## config.mk

```make
export PLATFORM = sky130hd
export DESIGN_NAME = multicycle_control
export DESIGN_NICKNAME = d
export VERILOG_FILES = /design/src/rtl/multicycle_control_pkg.sv /design/src/rtl/multicycle_control_decode.sv /design/src/rtl/multicycle_control.sv
export SDC_FILE = /design/constraint.sdc
export NUM_CORES = 1
export LEC_CHECK = 0
export CORE_ASPECT_RATIO = 1.4
export CORE_UTILIZATION = 25
export CTS_BUF_LIST = sky130_fd_sc_hd__clkbuf_8 sky130_fd_sc_hd__clkbuf_16
export DETAILED_ROUTE_END_ITERATION = 10
export PLACE_DENSITY = 0.56
export SLEW_MARGIN = 5
export SYNTH_ARGS = -nofsm -noshare
export SYNTH_HDL_FRONTEND = slang
export SYNTH_SLANG_ARGS = --single-unit
```

## constraint.sdc

```tcl
create_clock -name Clock -period 2.1 [get_ports Clock]
set_input_delay 0.42 -clock Clock [delete_from_list [all_inputs] [get_ports Clock]]
set_output_delay 0.42 -clock Clock [all_outputs]
set_load 0.01 [all_outputs]
```

## src/rtl/multicycle_control_pkg.sv

```systemverilog
`default_nettype none
// multicycle_control_pkg -- opcode, ALUOp and state encodings shared by control and datapath
// rev 1.0
package multicycle_control_pkg;

  typedef enum logic [2:0] {
    ST_FETCH  = 3'd0,
    ST_DECODE = 3'd1,
    ST_EXEC   = 3'd2,
    ST_MEM    = 3'd3,
    ST_WB     = 3'd4,
    ST_HALT   = 3'd5
  } state_t;

  localparam logic [3:0] OP_RTYPE = 4'h0;
  localparam logic [3:0] OP_ADDI  = 4'h1;
  localparam logic [3:0] OP_SLTI  = 4'h2;
  localparam logic [3:0] OP_LW    = 4'h3;
  localparam logic [3:0] OP_SW    = 4'h4;
  localparam logic [3:0] OP_BEQ   = 4'h5;
  localparam logic [3:0] OP_HALT  = 4'hF;

  localparam logic [1:0] ALUOP_ADD    = 2'b00;
  localparam logic [1:0] ALUOP_BRANCH = 2'b01;
  localparam logic [1:0] ALUOP_RTYPE  = 2'b10;
  localparam logic [1:0] ALUOP_SLT    = 2'b11;

  function automatic logic is_legal_op(input logic [3:0] op);
    return (op <= OP_BEQ) || (op == OP_HALT);
  endfunction

  function automatic logic [1:0] alu_op_for(input logic [3:0] op);
    case (op)
      OP_RTYPE: return ALUOP_RTYPE;
      OP_SLTI:  return ALUOP_SLT;
      OP_BEQ:   return ALUOP_BRANCH;
      default:  return ALUOP_ADD;
    endcase
  endfunction

endpackage
`default_nettype wire

```

## src/rtl/multicycle_control_decode.sv

```systemverilog
`default_nettype none
// control_decode -- combinational map from (state, latched op) to datapath controls
// rev 1.0
module control_decode
  import multicycle_control_pkg::*;
(
  input  logic [2:0] state,
  input  logic [3:0] op,
  input  logic       mem_ready,
  output logic       reg_dst,
  output logic       branch,
  output logic       mem_read,
  output logic       mem_write,
  output logic       reg_write,
  output logic       mem_to_reg,
  output logic       alu_src,
  output logic [1:0] alu_op,
  output logic       pc_write,
  output logic       illegal_op,
  output logic       halted
);

  logic is_lw, is_sw, is_beq, uses_imm;

  assign is_lw    = (op == OP_LW);
  assign is_sw    = (op == OP_SW);
  assign is_beq   = (op == OP_BEQ);
  assign uses_imm = (op == OP_ADDI) || (op == OP_SLTI) || is_lw || is_sw;

  always_comb begin
    reg_dst    = 1'b0;
    branch     = 1'b0;
    mem_read   = 1'b0;
    mem_write  = 1'b0;
    reg_write  = 1'b0;
    mem_to_reg = 1'b0;
    alu_src    = 1'b0;
    alu_op     = ALUOP_ADD;
    pc_write   = 1'b0;
    illegal_op = 1'b0;
    halted     = 1'b0;
    case (state)
      ST_DECODE: begin
        if (!is_legal_op(op)) begin
          illegal_op = 1'b1;
          pc_write   = 1'b1;
        end
      end
      ST_EXEC: begin
        alu_op   = alu_op_for(op);
        alu_src  = uses_imm;
        branch   = is_beq;
        pc_write = is_beq;
      end
      ST_MEM: begin
        alu_op    = alu_op_for(op);
        alu_src   = uses_imm;
        mem_read  = is_lw;
        mem_write = is_sw;
        // A store retires on the MEM cycle in which memory completes.
        pc_write  = is_sw && mem_ready;
      end
      ST_WB: begin
        alu_op     = alu_op_for(op);
        alu_src    = uses_imm;
        reg_write  = 1'b1;
        reg_dst    = (op == OP_RTYPE);
        mem_to_reg = is_lw;
        pc_write   = 1'b1;
      end
      ST_HALT: halted = 1'b1;
      default: ;
    endcase
  end

endmodule
`default_nettype wire

```

## src/rtl/multicycle_control.sv

```systemverilog
`default_nettype none
// multicycle_control -- multicycle CPU control FSM with retired-instruction counter
// rev 1.0
module multicycle_control
  import multicycle_control_pkg::*;
(
  input  logic        Clock,
  input  logic        Reset,
  input  logic [5:0]  opcode,
  input  logic        MemReady,
  output logic        RegDst,
  output logic        Branch,
  output logic        MemRead,
  output logic        MemWrite,
  output logic        RegWrite,
  output logic        MemToReg,
  output logic        ALUSrc,
  output logic [1:0]  ALUOp,
  output logic        PCWrite,
  output logic        IllegalOp,
  output logic        Halted,
  output logic [15:0] InstrCount
);

  state_t     state, state_next;
  logic [3:0] op;

  // Upper opcode bits carry no meaning for this control unit.
  logic unused_opcode_hi;
  assign unused_opcode_hi = ^opcode[5:4];

  always_ff @(posedge Clock) begin
    if (Reset) begin
      state      <= ST_FETCH;
      op         <= OP_RTYPE;
      InstrCount <= 16'd0;
    end else begin
      state <= state_next;
      if (state == ST_FETCH) op <= opcode[3:0];
      if (PCWrite) InstrCount <= InstrCount + 16'd1;
    end
  end

  always_comb begin
    state_next = state;
    case (state)
      ST_FETCH: state_next = ST_DECODE;
      ST_DECODE: begin
        if (op == OP_HALT)       state_next = ST_HALT;
        else if (!is_legal_op(op)) state_next = ST_FETCH;
        else                     state_next = ST_EXEC;
      end
      ST_EXEC: begin
        if (op == OP_LW || op == OP_SW) state_next = ST_MEM;
        else if (op == OP_BEQ)          state_next = ST_FETCH;
        else                            state_next = ST_WB;
      end
      ST_MEM: begin
        if (MemReady) state_next = (op == OP_LW) ? ST_WB : ST_FETCH;
      end
      ST_WB:   state_next = ST_FETCH;
      ST_HALT: state_next = ST_HALT;
      default: state_next = ST_FETCH;
    endcase
  end

  control_decode u_decode (
    .state      (state),
    .op         (op),
    .mem_ready  (MemReady),
    .reg_dst    (RegDst),
    .branch     (Branch),
    .mem_read   (MemRead),
    .mem_write  (MemWrite),
    .reg_write  (RegWrite),
    .mem_to_reg (MemToReg),
    .alu_src    (ALUSrc),
    .alu_op     (ALUOp),
    .pc_write   (PCWrite),
    .illegal_op (IllegalOp),
    .halted     (Halted)
  );

endmodule
`default_nettype wire

```

# Word level (Yosys, flattened, before mapping)

Index checks and enable logic that the tools add are counted.

Flip-flop bits (word level): 23
Word-level logic and storage cells: 46

Add/sub/neg operators: 1
$lt $le $gt $ge: 1
Equal/unequal tests: 12
Multiplexer cells: 20
Reductions and logical operators: 9

Operators by type and width:

| cell                                                                  | count |
|---|---|
| 16-bit by 1-bit adder with 16-bit output, second input constant       | 1 |
| 3-bit two-way mux                                                     | 5 |
| 3-bit case mux with 5 select lines                                    | 1 |
| 1-bit two-way mux                                                     | 10 |
| 4-bit by 2-bit == test with 1-bit output, second input constant       | 2 |
| 4-bit by 3-bit == test with 1-bit output, second input constant       | 2 |
| 3-bit by 2-bit == test with 1-bit output, second input constant       | 2 |
| 3-bit == test, second input constant                                  | 2 |
| 2-bit case mux with 3 select lines                                    | 1 |
| 1-bit logical OR                                                      | 5 |
| 4-bit by 1-bit == test with 1-bit output, second input constant       | 1 |
| 4-bit == test, second input constant                                  | 1 |
| 4-bit by 3-bit <= comparator with 1-bit output, second input constant | 1 |
| 4-bit zero test                                                       | 1 |
| 2-bit two-way mux                                                     | 2 |
| 1-bit case mux with 4 select lines                                    | 1 |
| 3-bit by 1-bit == test with 1-bit output, second input constant       | 1 |
| 3-bit zero test                                                       | 1 |
| 3-bit OR reduction                                                    | 1 |
| 2-bit != test, second input constant                                  | 1 |
| 1-bit logical AND                                                     | 1 |

# Logic depth before layout (Yosys ltp)

Gate-level depths: netlist (run 1).

Depth after elaboration: 5
Gate-level depth with buffers: 7

# Cells and area by module

Synthesis (run 1) repeated with hierarchy kept, for this count alone.

Cells, all modules: 159
Area total of the unflattened synthesis: 1288.7 um2

By module, submodules not included:

| module             | instances | cells an instance | area each (um2) | seq. area each (um2) |
|---|---|---|---|---|
| multicycle_control | 1         | 126               | 1063.5          | 460.4 |
| control_decode     | 1         | 33                | 225.2           | 0.0 |

# Least setup slack after synthesis (run 1)

No wires, ideal clock.

Path type: flip-flop to output port
Start point: reg state[2]
End point: out ALUOp[1]
Arrival time: 1465 ps
Setup slack: 215 ps
Cell stages (with the launch flop): 7
Buffers on the path: 2
Path through: dfxtp_1 nor2b_1 nand2b_1 buf_2 buf_1 a21o_1 nor3_1

Cells in the longest elaborated chain, start to end: 3
Elaborated cells on any way between the ends: 5
Classes of those cells: 3 x eq/ne; 1 x mux; 1 x reduce/logical

RTL lines:

| item                                                                             | line                     | RTL |
|---|---|---|
| from (decl)                                                                      | multicycle_control.sv:25 | `state_t state, state_next;` |
| from (signal assigned)                                                           | multicycle_control.sv:38 | `state <= state_next;` |
| 3-bit by 2-bit == test with 1-bit output / 3-bit == test (equally long branches) | --                       |  |
| 3-bit OR reduction (no source line) (*)                                          | --                       |  |
| 2-bit two-way mux (*)                                                            | --                       |  |
| to (decl)                                                                        | multicycle_control.sv:18 | `output logic [1:0] ALUOp,` |

Mark *: on every way between the ends. The rest lies on a longest branch, timed or not.

# Worst setup path in the final report (run 1)

Start point: reg op[3]
End point: out IllegalOp

Cells in the longest elaborated chain, start to end: 4
Elaborated cells on any way between the ends: 5
Classes of those cells: 1 x order compare; 1 x eq/ne; 2 x mux; 1 x reduce/logical

RTL lines:

| item                                                                                   | line                            | RTL |
|---|---|---|
| from (decl)                                                                            | multicycle_control.sv:26        | `logic [3:0] op;` |
| from (signal assigned)                                                                 | multicycle_control.sv:39        | `if (state == ST_FETCH) op <= opcode[3:0];` |
| 4-bit by 3-bit <= comparator with 1-bit output / 4-bit == test (equally long branches) | multicycle_control_pkg.sv:29    | `return (op <= OP_BEQ) \|\| (op == OP_HALT);` |
| 1-bit logical OR (*)                                                                   | multicycle_control_pkg.sv:29    |  |
| 1-bit two-way mux (*)                                                                  | multicycle_control_decode.sv:44 | `if (!is_legal_op(op)) begin` |
| 1-bit two-way mux (*)                                                                  | multicycle_control_decode.sv:42 | `case (state)` |
| to (decl)                                                                              | multicycle_control.sv:20        | `output logic IllegalOp,` |

Marked as above.

==> run metrics, run 1 <==
outcome=finished clean; Setup TNS Final=0 ns; FF+latch count, synth=23; fin. max-slew vios=0; Seq/Total Area, Yosys=0.300; largest net degree at the start of global routing=38; FMAX=490 MHz; pwr/cell area=730 mW/mm^2; P_sw=0.000572 W; Cell Rows=33; mux cell area share after synthesis=0.129; Layout Utilization=0.368; largest family of logic cells by synthesized area=simple AND/OR/NAND/NOR gates; WL met1=1640 um; Top FF cell, synth=dfxtp_1; simple-gate share of the synthesized area=0.330; Switching Share=0.361; critical path's top delay family=simple AND/OR/NAND/NOR gates; Clk Latency, worst-skew pair=0.26 ns; Final setup viols=0; Max Fanout on Critical Path=4; Final Hold Vio Count=0; n_diodes=0; Worst Tran Pin Value=0.334 ns; TritonRoute pass-1 iters=4; Peak supply drop=0.378 mV; CTS Sinks=23; WL final=3860 um; Slowest cell on crit path=or3_4; Clock Tree Buf Depth=2; P_leak=0.898 nW; # IOs=37; layout cells sized above 1=0.233; Hold Buf Count CTS=0; Max-Cap Viols=0; CTS Root Cell=clkbuf_8; initial antenna violation count=0; minimum clock period=2.04 ns; CTS buffer count=3; Tot GR Track Use=0.128; Critical Path Start=op[3]$_SDFFE_PP0P_; Layout area overhead=41.7%; CP required=1.68 ns; Residual DRC=0; Die ar.=0.00646 mm^2; asr flop ratio synth=0; xor/xnor share of the synthesized area=0.00571; adder-cell share of the synthesized area=0.00816; Die Span X=68.2 um; post-route ant nets=0; EDFF count, synth=0; WL met2=2030 um; Max H-tree Level=1; Seq pwr share=0.350; Warnings, synthesis=0; CTS tree=done; FF-to-FF Start=state[0]$_SDFFE_PP0P_; Netlist cell types=43; Mapped Area=0.00153 mm^2; FF-to-FF path depth=5; fin crit share=0.972; met3 WL=167 um; internal power=0.00101 W; Starting DRT DRC Count=42; DR vias/cell=5.00; routed vias=1,529; clk_skew=0.00798 ns; Worst EP arrival=1.62 ns; Mapped Cells=187; die height=94.7 um; Worst Setup EP=IllegalOp; worst reg-to-reg setup slack=0.18 ns; total grt overflow=0; first-pass GRT wire length=6380 um; nets@finish=247; commonest cells after routing, fill and taps aside=buf_4, clkdlybuf4s50_1, nor2_1; crit path buf inv count=2; Avg Cell Area, Syn=8.20 um^2; startpoint types=flip-flop; Worst-path clk slew=0.09 ns; worst r2r dst=InstrCount[11]$_SDFFE_PP0P_; GPL Wtd Cong=0.828; WHS=0.511 ns; most common cell after layout, fill and taps aside=buf_4; Hold WC Path Type=flip-flop to flip-flop; Worst path depth=4; Crit path largest cell delay=0.43 ns; Crit. End Element=primary output; clock power share=0.179; critical-path cell list=a41o_1 -> or3_4 -> inv_2 -> dlygate4sd2_1; core region area=0.00590 mm^2; initial core utilization=0.260; Logic pwr share=0.472; Post-DP HPWL=2940 um; post-synthesis compound-gate area fraction=0.169; top sig layer=met4; crit path kind=flip-flop to primary output; slew margin rel.=0.771; Finished Layout Cells=306; DR WL/cell=12.6 um; port bufs=34; syn nets=197; vias in the first global route=1,438; Placed Cells=300
-- cells in the mapped netlist (all sizes together), types with 4 or more instances --
library cell	n	area, um^2
dfxtp	23	460
nor2	19	71.3
nor2b	19	119
mux2	14	158
buf	11	56.3
a31oi	10	62.6
nand2	8	30.0
a21oi	7	35.0
clkbuf	7	26.3
nand2b	6	37.5
nand3	6	30.0
nand3b	5	50.1
nand4	5	31.3
nor4	5	31.3
mux2i	4	40.0
o31ai	4	30.0
-- worst min-delay path by stage --
stage | start | end | cells past startpoint
after floorplan | state[2]$_SDFFE_PP0P_ | state[1]$_SDFFE_PP0P_ | 1
after global placement | InstrCount[1]$_SDFFE_PP0P_ | InstrCount[1]$_SDFFE_PP0P_ | 2
after detailed placement | InstrCount[1]$_SDFFE_PP0P_ | InstrCount[1]$_SDFFE_PP0P_ | 2
after CTS | InstrCount[1]$_SDFFE_PP0P_ | InstrCount[1]$_SDFFE_PP0P_ | 2
after global routing | InstrCount[1]$_SDFFE_PP0P_ | InstrCount[1]$_SDFFE_PP0P_ | 2
final | InstrCount[1]$_SDFFE_PP0P_ | InstrCount[1]$_SDFFE_PP0P_ | 2
-- layer usage --
metal | up-vias | global-route usage
li1 | 777 | -
met1 | 722 | 0.148
met2 | 28 | 0.231
met3 | 2 | 0.0217
met4 | 0 | 0.0347
met5 | - | 0
-- what timing repair did --
| item | CTS | global route |
|---|---|---|
| buffers inserted | 1 | 1 |
| resized for setup | 25 | 10 |
| endpoints found under the setup margin | 13 | 6 |
| cloned | 0 | 0 |
-- stage by stage --
step                setup WS [ns]  area [um^2]  total power (W)
floorplan                   0.215         1530         0.000965
global placement           -0.433         2090          0.00130
detailed placement         -0.431         2090          0.00130
CTS                      0.000774         2170          0.00159
global route             -0.00302         2170          0.00169
finish                     0.0595         2170          0.00159
-- power groups by stage --
stage / clock network, W / registers (W) / logic [W]
4_1_cts: 0.000295 / 0.000553 / 0.000743
5_1_grt: 0.000309 / 0.000567 / 0.000816
3_3_place_gp: 0 / 0.000559 / 0.000738
2_1_floorplan: 0 / 0.000540 / 0.000425
3_5_place_dp: 0 / 0.000556 / 0.000742
6_report: 0.000283 / 0.000555 / 0.000748
-- sequential cells by signal, indices dropped and copies added, names as in the netlist --
| signal | count |
|---|---|
| state | 3 |
| InstrCount | 16 |
| op | 4 |
-- cells by family after synthesis --
family,after synthesis
and+or+nand+nor,88
xor gates and xnor gates,1
buffers and inverters,20
muxes,18
adders and majority gates,1
AOI/OAI and AO/OA,36
DFF,23
-- tightest hold or removal path: stages (launching register included) --
cell     delay [ns]
dfxtp_1        0.34
nand4_1        0.07
a21oi_1        0.05
-- layout make-up --
type / count / area (um^2)
inverters: 2 / 7.51
fillers: 642 / 3730
well taps: 70 / 87.6
multi-input cells: 144 / 1010
repair buffers: 63 / 549
clock inverters: 1 / 7.51
clock buffers: 3 / 41.3
flip-flops and latches: 23 / 467
No activity file was read; power rests on OpenSTA's default activity.
==> run 2: changes to the inputs <==
- CAP_MARGIN: not set -> 20
- CORE_MARGIN: not set -> 2
==> run 2 against run 1 <==
Worst hold slack better by 0.0084 ns; non-clock buffer count unchanged; sequential share of layout area is 0.24 points higher; sequential power hardly changed.
==> run metrics, run 2 (synthesized netlist as in run 1, its figures left out) <==
Worst Tran Pin Value=0.334 ns (about the same); DR WL/cell=12.8 um (was 12.6 um); clk_skew=0.00479 ns (was 0.00798 ns); Die Span X=70.2 um (was 68.2 um); critical-path cell list=a41o_1 -> or3_4 -> inv_2 -> clkdlybuf4s15_1 (was a41o_1 -> or3_4 -> inv_2 -> dlygate4sd2_1); fin. max-slew vios=0 (unchanged); FMAX=493 MHz (was 490 MHz); CTS tree=done (unchanged); Die ar.=0.00679 mm^2 (was 0.00646 mm^2); Starting DRT DRC Count=42 (unchanged); WL final=3920 um (was 3860 um); CTS Root Cell=clkbuf_8 (unchanged); DR vias/cell=4.97 (was 5.00); CTS buffer count=3 (unchanged); GRT met2 Usage=0.212 (was 0.231); vias in the first global route=1,478 (was 1,438); Post-DP HPWL=2940 um (about the same); Setup TNS Final=0 ns (unchanged); core region area=0.00590 mm^2 (unchanged); nets@finish=247 (unchanged); fin crit share=0.966 (was 0.972); Residual DRC=0 (unchanged); Crit path largest cell delay=0.41 ns (was 0.43 ns); Hold WC Path Type=flip-flop to flip-flop (unchanged); Clk Latency, worst-skew pair=0.27 ns (was 0.26 ns); Placed Cells=300 (unchanged); first-pass GRT wire length=6710 um (was 6380 um); pwr/cell area=734 mW/mm^2 (was 730 mW/mm^2); commonest cells after routing, fill and taps aside=buf_4, clkdlybuf4s50_1, dfxtp_1, nor2_1, nor2b_1 (was buf_4, clkdlybuf4s50_1, nor2_1); Peak supply drop=0.397 mV (was 0.378 mV); total power=0.00159 W (about the same); port bufs=34 (unchanged); Clock Tree Buf Depth=2 (unchanged); GR peak layer=met2 (unchanged); Largest register FFs=16 (unchanged); # IOs=37 (unchanged); most common cell after layout, fill and taps aside=buf_4 (unchanged); Placed Area=0.00209 mm^2 (unchanged); Crit. End Element=primary output (unchanged); Tot GR Track Use=0.119 (was 0.128); Final setup viols=0 (unchanged); Layout Utilization=0.367 (was 0.368); outcome=finished clean (unchanged); startpoint types=flip-flop (unchanged); crit path buf inv count=2 (unchanged); layout cells sized above 1=0.237 (was 0.233); Layout area overhead=41.3% (was 41.7%); met1 usage=0.137 (was 0.148); post-route ant nets=0 (unchanged); M3 GR Usage=0.0250 (was 0.0217); Worst EP arrival=1.61 ns (was 1.62 ns); Max-Cap Viols=0 (unchanged); Regs by FF count=InstrCount (16), op (4), state (3) (unchanged); largest reg by FF count=InstrCount (unchanged); minimum clock period=2.03 ns (was 2.04 ns); TritonRoute pass-1 iters=4 (unchanged); Max H-tree Level=1 (unchanged); P_leak=0.892 nW (was 0.898 nW); Final Hold Vio Count=0 (unchanged); total grt overflow=0 (unchanged); Worst-path clk slew=0.09 ns (about the same); n_diodes=0 (unchanged); design area=0.00217 mm^2 (about the same); Max Fanout on Critical Path=5 (was 4); initial core utilization=0.260 (unchanged); slew margin rel.=0.772 (was 0.771); critical path's top delay family=simple AND/OR/NAND/NOR gates (unchanged); largest net degree at the start of global routing=38 (unchanged); initial antenna violation count=0 (unchanged); die height=96.7 um (was 94.7 um); crit path kind=flip-flop to primary output (unchanged); CP required=1.68 ns (about the same); GPL Wtd Cong=0.789 (was 0.828); Cell Rows=33 (unchanged); Slowest cell on crit path=or3_4 (unchanged); routed vias=1,522 (was 1,529); RSZ-0062 raised after global routing=false; CTS Sinks=23 (unchanged); Finished Layout Cells=306 (unchanged)
==> run 2: layer usage <==
layer | share of wire | vias to the layer above
met3 | 0.040 | 6
li1 | - | 776
met1 | 0.43 | 711
met2 | 0.52 | 29
met5 | 0 | -
met4 | 0.015 | 0
==> run 2: final cells by class <==
cell class	instances	area, um^2
multi-input cells	144	1010
clock inverters	1	7.51
clock buffers	3	41.3
well taps	70	87.6
flip-flops and latches	23	470
inverters	2	7.51
fillers	642	3740
repair buffers	63	538
==> run 2: timing repair <==
action                     4_1_cts  5_1_grt
setup endpoints to repair       14        7
setup buffers                    1        1
gates cloned                     0        0
pin swaps                        0        1
hold buffers                     0        0
gates resized for setup         23       15
==> run 2: worst paths after layout <==
check	start	end	slack [ns]	cells past startpoint
max	op[1]$_SDFFE_PP0P_	IllegalOp	0.07	4
min reg2reg	InstrCount[1]$_SDFFE_PP0P_	InstrCount[1]$_SDFFE_PP0P_	0.52	2
min	InstrCount[1]$_SDFFE_PP0P_	InstrCount[1]$_SDFFE_PP0P_	0.52	2
max reg2reg	op[1]$_SDFFE_PP0P_	InstrCount[13]$_SDFFE_PP0P_	0.13	5
==> run 2: per-stage QoR <==
stage,hold slack (ns),setup WS [ns]
finish,0.519,0.0711
CTS,0.526,0.00225
global placement,0.505,-0.431
floorplan,0.511,0.215
global route,0.562,0.0166
detailed placement,0.508,-0.428
==> run 2: worst min-delay path: cells and delay by family (launching register included) <==
family | cells | cell delay (ns)
flops | 1 | 0.35
simple gates | 1 | 0.08
compound gates | 1 | 0.05
==> run 2: where the power goes <==
group	internal [W]	switching, W	leakage (nW)
Combinational	0.000386	0.000357	0.682
Sequential	0.000490	0.0000651	0.189
Clock	0.000134	0.000158	0.0217
==> edit 1: new RTL, config.mk and constraints of run 2 <==
The 6 states of `state_t` get a Gray code encoding in 3 bits.
--- a/src/rtl/multicycle_control_pkg.sv
+++ b/src/rtl/multicycle_control_pkg.sv
@@ -4,12 +4,12 @@
 package multicycle_control_pkg;
 
   typedef enum logic [2:0] {
-    ST_FETCH  = 3'd0,
-    ST_DECODE = 3'd1,
-    ST_EXEC   = 3'd2,
-    ST_MEM    = 3'd3,
-    ST_WB     = 3'd4,
-    ST_HALT   = 3'd5
+    ST_FETCH  = 3'b000,
+    ST_DECODE = 3'b001,
+    ST_EXEC   = 3'b011,
+    ST_MEM    = 3'b010,
+    ST_WB     = 3'b110,
+    ST_HALT   = 3'b111
   } state_t;
 
   localparam logic [3:0] OP_RTYPE = 4'h0;
Function: same outputs for any inputs over 10 cycles, from zero or initial values and one cycle with Reset high; not proved beyond that.
==> edit 1 against run 2 <==
Hold slack gained 0.024 ns. Area after synthesis increased by 16%. Sequential cell count unchanged. Final area increased by 11%. Routed wire length up 34%. Setup slack improved by 0.0073 ns. Core utilization down 1.9 points. Via count up 24%.
Power is not compared: it rests on default switching activity, and its combinational part moved more than twofold at a synthesized area within 25%.
==> edit 1: results (changes against run 2) <==
| Metric | Reported | Delta |
| --- | --- | --- |
| Run status | finished, final reports clean |  |
| End of the worst register-to-register path | InstrCount[2] |  |
| Largest net degree at the start of global routing | 22 | -42% |
| Via count of the first global-routing pass | 1853 | +25% |
| HPWL reported at the end of detailed placement | 3.85 mm | +31% |
| Clock Skews | 0.00548 ns | +0.000685 ns |
| Post-synth top cells | sky130_fd_sc_hd__dfxtp_1 (23), sky130_fd_sc_hd__nand4_1 (20), sky130_fd_sc_hd__nor2_1 (20) |  |
| Placed instance count | 361 | +20% |
| Worst vdd ir | 0.000202 V |  |
| Ratio of cells with drive above 1 in the final layout | 21.4% | -2.3 points |
| Detailed Route Iter0 Violations | 144 | +240% |
| Worst relative slew slack | 57.3% | -20 points |
| Syn Nets | 232 | +18% |
| Total global routing track utilization | 14.2% | +2.4 points |
| Highest net fanout along the worst path | 7 | +2 |
| Total via count after detailed routing | 1893 | +24% |
| Part of the Yosys area used for sequential elements | 25.8% | -4.2 points |
| Routed wire per std cell | 14.3 microns | +12% |
| Gp weighted congestion | 0.801 | +1.6% |
| Net total in the final layout | 282 | +14% |
| Wire length of the first global-routing pass | 8.95 mm | +33% |
| Number of stages on the worst hold path | 2 | unchanged |
| Distinct cells, synth | 55 | +28% |
| Post-Route M1 WL | 2.20 mm | +32% |
| Final cell count without fillers | 366 | +20% |
| Tightest hold margin | 0.543 ns | +0.0242 ns |
| Top cells by area, synth | sky130_fd_sc_hd__dfxtp_1 (26%), sky130_fd_sc_hd__nand4_1 (7.0%), sky130_fd_sc_hd__nor2b_1 (5.3%), sky130_fd_sc_hd__nor2_1 (4.2%), sky130_fd_sc_hd__nand3_1 (3.4%) |  |
| Quantity of gates resized following cts | 21 | -8.7% |
| Setup slack on the worst flop-to-flop path | 0.28 ns | +0.15 ns |
edit 1: power by group:
part           switching [mW]  leakage [nW]  internal (mW)
Combinational           0.140         0.713          0.151
Sequential             0.0369         0.190          0.458
Clock                   0.167        0.0269          0.132
Total                   0.344         0.930          0.741
edit 1: stage by stage:
step | util (%) | worst slack, ns | setup TNS, ns
floorplan | - | 0.441 | 0
finish | 34.8 | 0.0784 | 0
CTS | 34.8 | 0.0162 | 0
global placement | 33.8 | -0.193 | -0.200
global route | 34.8 | 0.0165 | 0
detailed placement | 33.8 | -0.189 | -0.215
edit 1: area by class of cell:
type | count | area, sq um
clock inverter | 1 | 3.75
inverter | 4 | 15.0
sequential | 23 | 479
timing repair buffer | 63 | 542
fill | 760 | 4520
tap | 95 | 119
multi-input combinational | 177 | 1210
clock buffer | 3 | 41.3
edit 1: critical path: stages, from the launching register on:
cell and delay, ns:
sky130_fd_sc_hd__dfxtp_4 0.40, sky130_fd_sc_hd__and3b_1 0.22, sky130_fd_sc_hd__buf_4 0.16, sky130_fd_sc_hd__clkdlybuf4s50_1 0.54
edit 1: worst max path at each step:
stage | start | depth (start not counted) | end | slack, ns
floorplan | InstrCount[0] | 5 | InstrCount[14] | 0.44
global placement | MemReady | 5 | PCWrite | -0.19
detailed placement | MemReady | 5 | PCWrite | -0.19
CTS | state[0] | 6 | PCWrite | 0.02
global route | state[1] | 3 | RegWrite | 0.02
finish | state[1] | 3 | RegWrite | 0.08
edit 1: cells by family after synthesis:
kind of cell    share of synthesized area [%]
flops                                    25.8
buf+inv                                  6.74
compound gates                           20.6
xor+xnor                                0.491
fa+ha+maj                               0.702
simple gates                             40.8
mux                                      4.77
edit 1: metal layers:
layer  GRT usage (%)  vias up
met5               0        -
met4            4.64        0
met3            1.94        7
met2            24.6       38
met1            17.5      908
li1                -      940
==> edit 2: new RTL, flow settings as in run 2 <==
Made on the original files. Register the output `InstrCount` once more, without a reset; this adds one clock of latency there. The other outputs are not delayed to match.
--- a/src/rtl/multicycle_control.sv
+++ b/src/rtl/multicycle_control.sv
@@ -22,6 +22,8 @@
   output logic [15:0] InstrCount
 );
 
+  logic [15:0] InstrCount_s0;
+
   state_t     state, state_next;
   logic [3:0] op;
 
@@ -33,11 +35,11 @@
     if (Reset) begin
       state      <= ST_FETCH;
       op         <= OP_RTYPE;
-      InstrCount <= 16'd0;
+      InstrCount_s0 <= 16'd0;
     end else begin
       state <= state_next;
       if (state == ST_FETCH) op <= opcode[3:0];
-      if (PCWrite) InstrCount <= InstrCount + 16'd1;
+      if (PCWrite) InstrCount_s0 <= InstrCount_s0 + 16'd1;
     end
   end
 
@@ -81,6 +83,10 @@
     .halted     (Halted)
   );
 
+  always_ff @(posedge Clock) begin
+    InstrCount <= InstrCount_s0;
+  end
+
 endmodule
 `default_nettype wire
 
Function: changed (a bounded check fails within 4 cycles, from zero or initial values and one cycle with Reset high).
==> edit 2 against run 2 <==
Setup slack worse by 0.064 ns. Combinational power down 49%. First-iteration DRC count grew 24%. Routed wire length down 0.94%. Final area grew 12%. Sequential share of layout area up 11 points. Core utilization is 0.42 points higher. Clock skew increased by 0.0068 ns. Power is 14% higher. Global-route usage shrank 0.63 points. Die area is 8.0% higher. Sequential cell count up 16. Area after synthesis grew 8.4%. Largest cell class unchanged.
==> edit 2: results (changes against run 2) <==
| Metric | Reported | Delta |
| --- | --- | --- |
| Run status | finished, final reports clean |  |
| Start point of the worst min-delay path | InstrCount_s0[15] |  |
| Cell Area, Placed | 2300 sq um | +9.9% |
| Crit share post-route | 99.7% | +3.0 points |
| Worst vdd ir | 0.000365 V | -8.1% |
| Clock Skews | 0.0116 ns | +0.00679 ns |
| Number of stages on the worst hold path | 0 | -2 |
| Post-synth top cells | sky130_fd_sc_hd__dfxtp_1 (39), sky130_fd_sc_hd__nor2_1 (23), sky130_fd_sc_hd__xor2_1 (11) |  |
| Post-placement setup slack | -0.500 ns | -0.0716 ns |
| Routed wire per std cell | 12.4 microns | -3.2% |
| Worst-Skew Late Latency | 0.29 ns | +0.02 ns |
| Via count of the first global-routing pass | 1407 | -4.8% |
| Leakage power figure | 1.01 nW | +13% |
| Cts bufs inserted | 5 | +2 |
| Final-layout fill cell count | 672 | +4.7% |
| Startpoint of the lowest-slack register-to-register path | state[2] |  |
| Worst R2R Path Depth | 7 | +2 |
| Largest incremental delay on the critical path | 0.43 ns | +0.02 ns |
| Top cells by area, synth | sky130_fd_sc_hd__dfxtp_1 (47%), sky130_fd_sc_hd__xor2_1 (5.8%), sky130_fd_sc_hd__nor2_1 (5.2%), sky130_fd_sc_hd__mux2i_1 (3.0%), sky130_fd_sc_hd__nand2b_1 (3.0%) |  |
| Worst endpoint data arrival time | 1.67 ns | +0.06 ns |
| Timing endpoint of the critical path | PCWrite |  |
| Buffers inserted by post-CTS timing repair | 0 | -1 |
| Total global routing track utilization | 11.2% | -0.63 points |
| CTS H-tree depth | 2 | +1 |
| Worst setup path startpoint | state[0] |  |
| Wire length of the first global-routing pass | 6.47 mm | -3.7% |
| Synth warn | 0 | unchanged |
| Detailed Route Iter0 Violations | 52 | +24% |
| Async set-or-reset flop fraction in the synthesized netlist | 0% | unchanged |
| Number of iterations in the first detailed-routing pass | 6 | +2 |
| Class of the most critical setup path | register to primary output |  |
| Net total in the final layout | 248 | +0.40% |
| Largest net degree at the start of global routing | 13 | -66% |
| Gate family responsible for the most delay along the worst path | compound AO/OA/AOI/OAI gates |  |
| Part of the Yosys area used for sequential elements | 47.0% | +17 points |
| Ratio of cells with drive above 1 in the final layout | 25.9% | +2.2 points |
| End of the worst register-to-register path | InstrCount_s0[12] |  |
| Highest net fanout along the worst path | 5 | unchanged |
| Registers with the highest flip-flop counts | InstrCount (16), InstrCount_s0 (16), op (4) |  |
| HPWL reported at the end of detailed placement | 2.92 mm | -0.47% |
| Worst path slowest cell | sky130_fd_sc_hd__a2111o_1 |  |
| Gp weighted congestion | 0.752 | -4.7% |
| Least-Margin Pin Slew | 0.376 ns | +0.0420 ns |
| Total via count after detailed routing | 1450 | -4.7% |
| Syn Nets | 184 | -6.6% |
edit 2: cell count changes after synthesis, moves of 5 or more:
cell	change
sky130_fd_sc_hd__nand3_1	-5
sky130_fd_sc_hd__dfxtp_1	+16
sky130_fd_sc_hd__mux2_1	-14
sky130_fd_sc_hd__nor2b_1	-17
sky130_fd_sc_hd__a31oi_1	-10
sky130_fd_sc_hd__xor2_1	+11
edit 2: logic make-up after synthesis:
kind of cell | share of synthesized area, %
DFF | 47.0
xor gates and xnor gates | 7.37
and+or+nand+nor | 22.1
adders and majority gates | 0.752
AOI/OAI and AO/OA | 16.2
buffers and inverters | 2.93
muxes | 3.69
edit 2: through the flow:
step / utilization, % / std cells
final: 37.1 / 313
after global routing: 37.1 / 313
after CTS: 37.2 / 313
after detailed placement: 35.3 / 305
after global placement: 35.3 / 305
after floorplan: - / 174
edit 2: per-layer routing:
layer | part of all wire [%] | global-route usage, % | up-vias | wire length, microns
li1 | - | - | 744 | -
met1 | 44 | 13.6 | 680 | 1700
met2 | 52 | 19.2 | 22 | 2010
met3 | 3.1 | 2.30 | 4 | 120
met4 | 1.3 | 4.27 | 0 | 51
met5 | 0 | 0 | - | 0
edit 2: power breakdown:
group | switching (mW) | leakage (nW) | internal, mW
Sequential | 0.0301 | 0.317 | 0.767
Clock | 0.252 | 0.0612 | 0.384
Combinational | 0.176 | 0.628 | 0.203
edit 2: repair_timing:
item                       in CTS  in global routing
pin swaps                       1                  2
setup endpoints to repair      11                 10
gates resized for setup        23                 15
edit 2: final cells by class:
class	count	area [sq um]	share of cell area, %
clock buffers	6	82.6	3.41
clock inverters	2	35.0	1.45
inverters	2	7.51	0.310
multi-input cells	123	858	35.4
flip-flops and latches	39	785	32.4
well taps	74	92.6	3.82
repair buffers	67	562	23.2
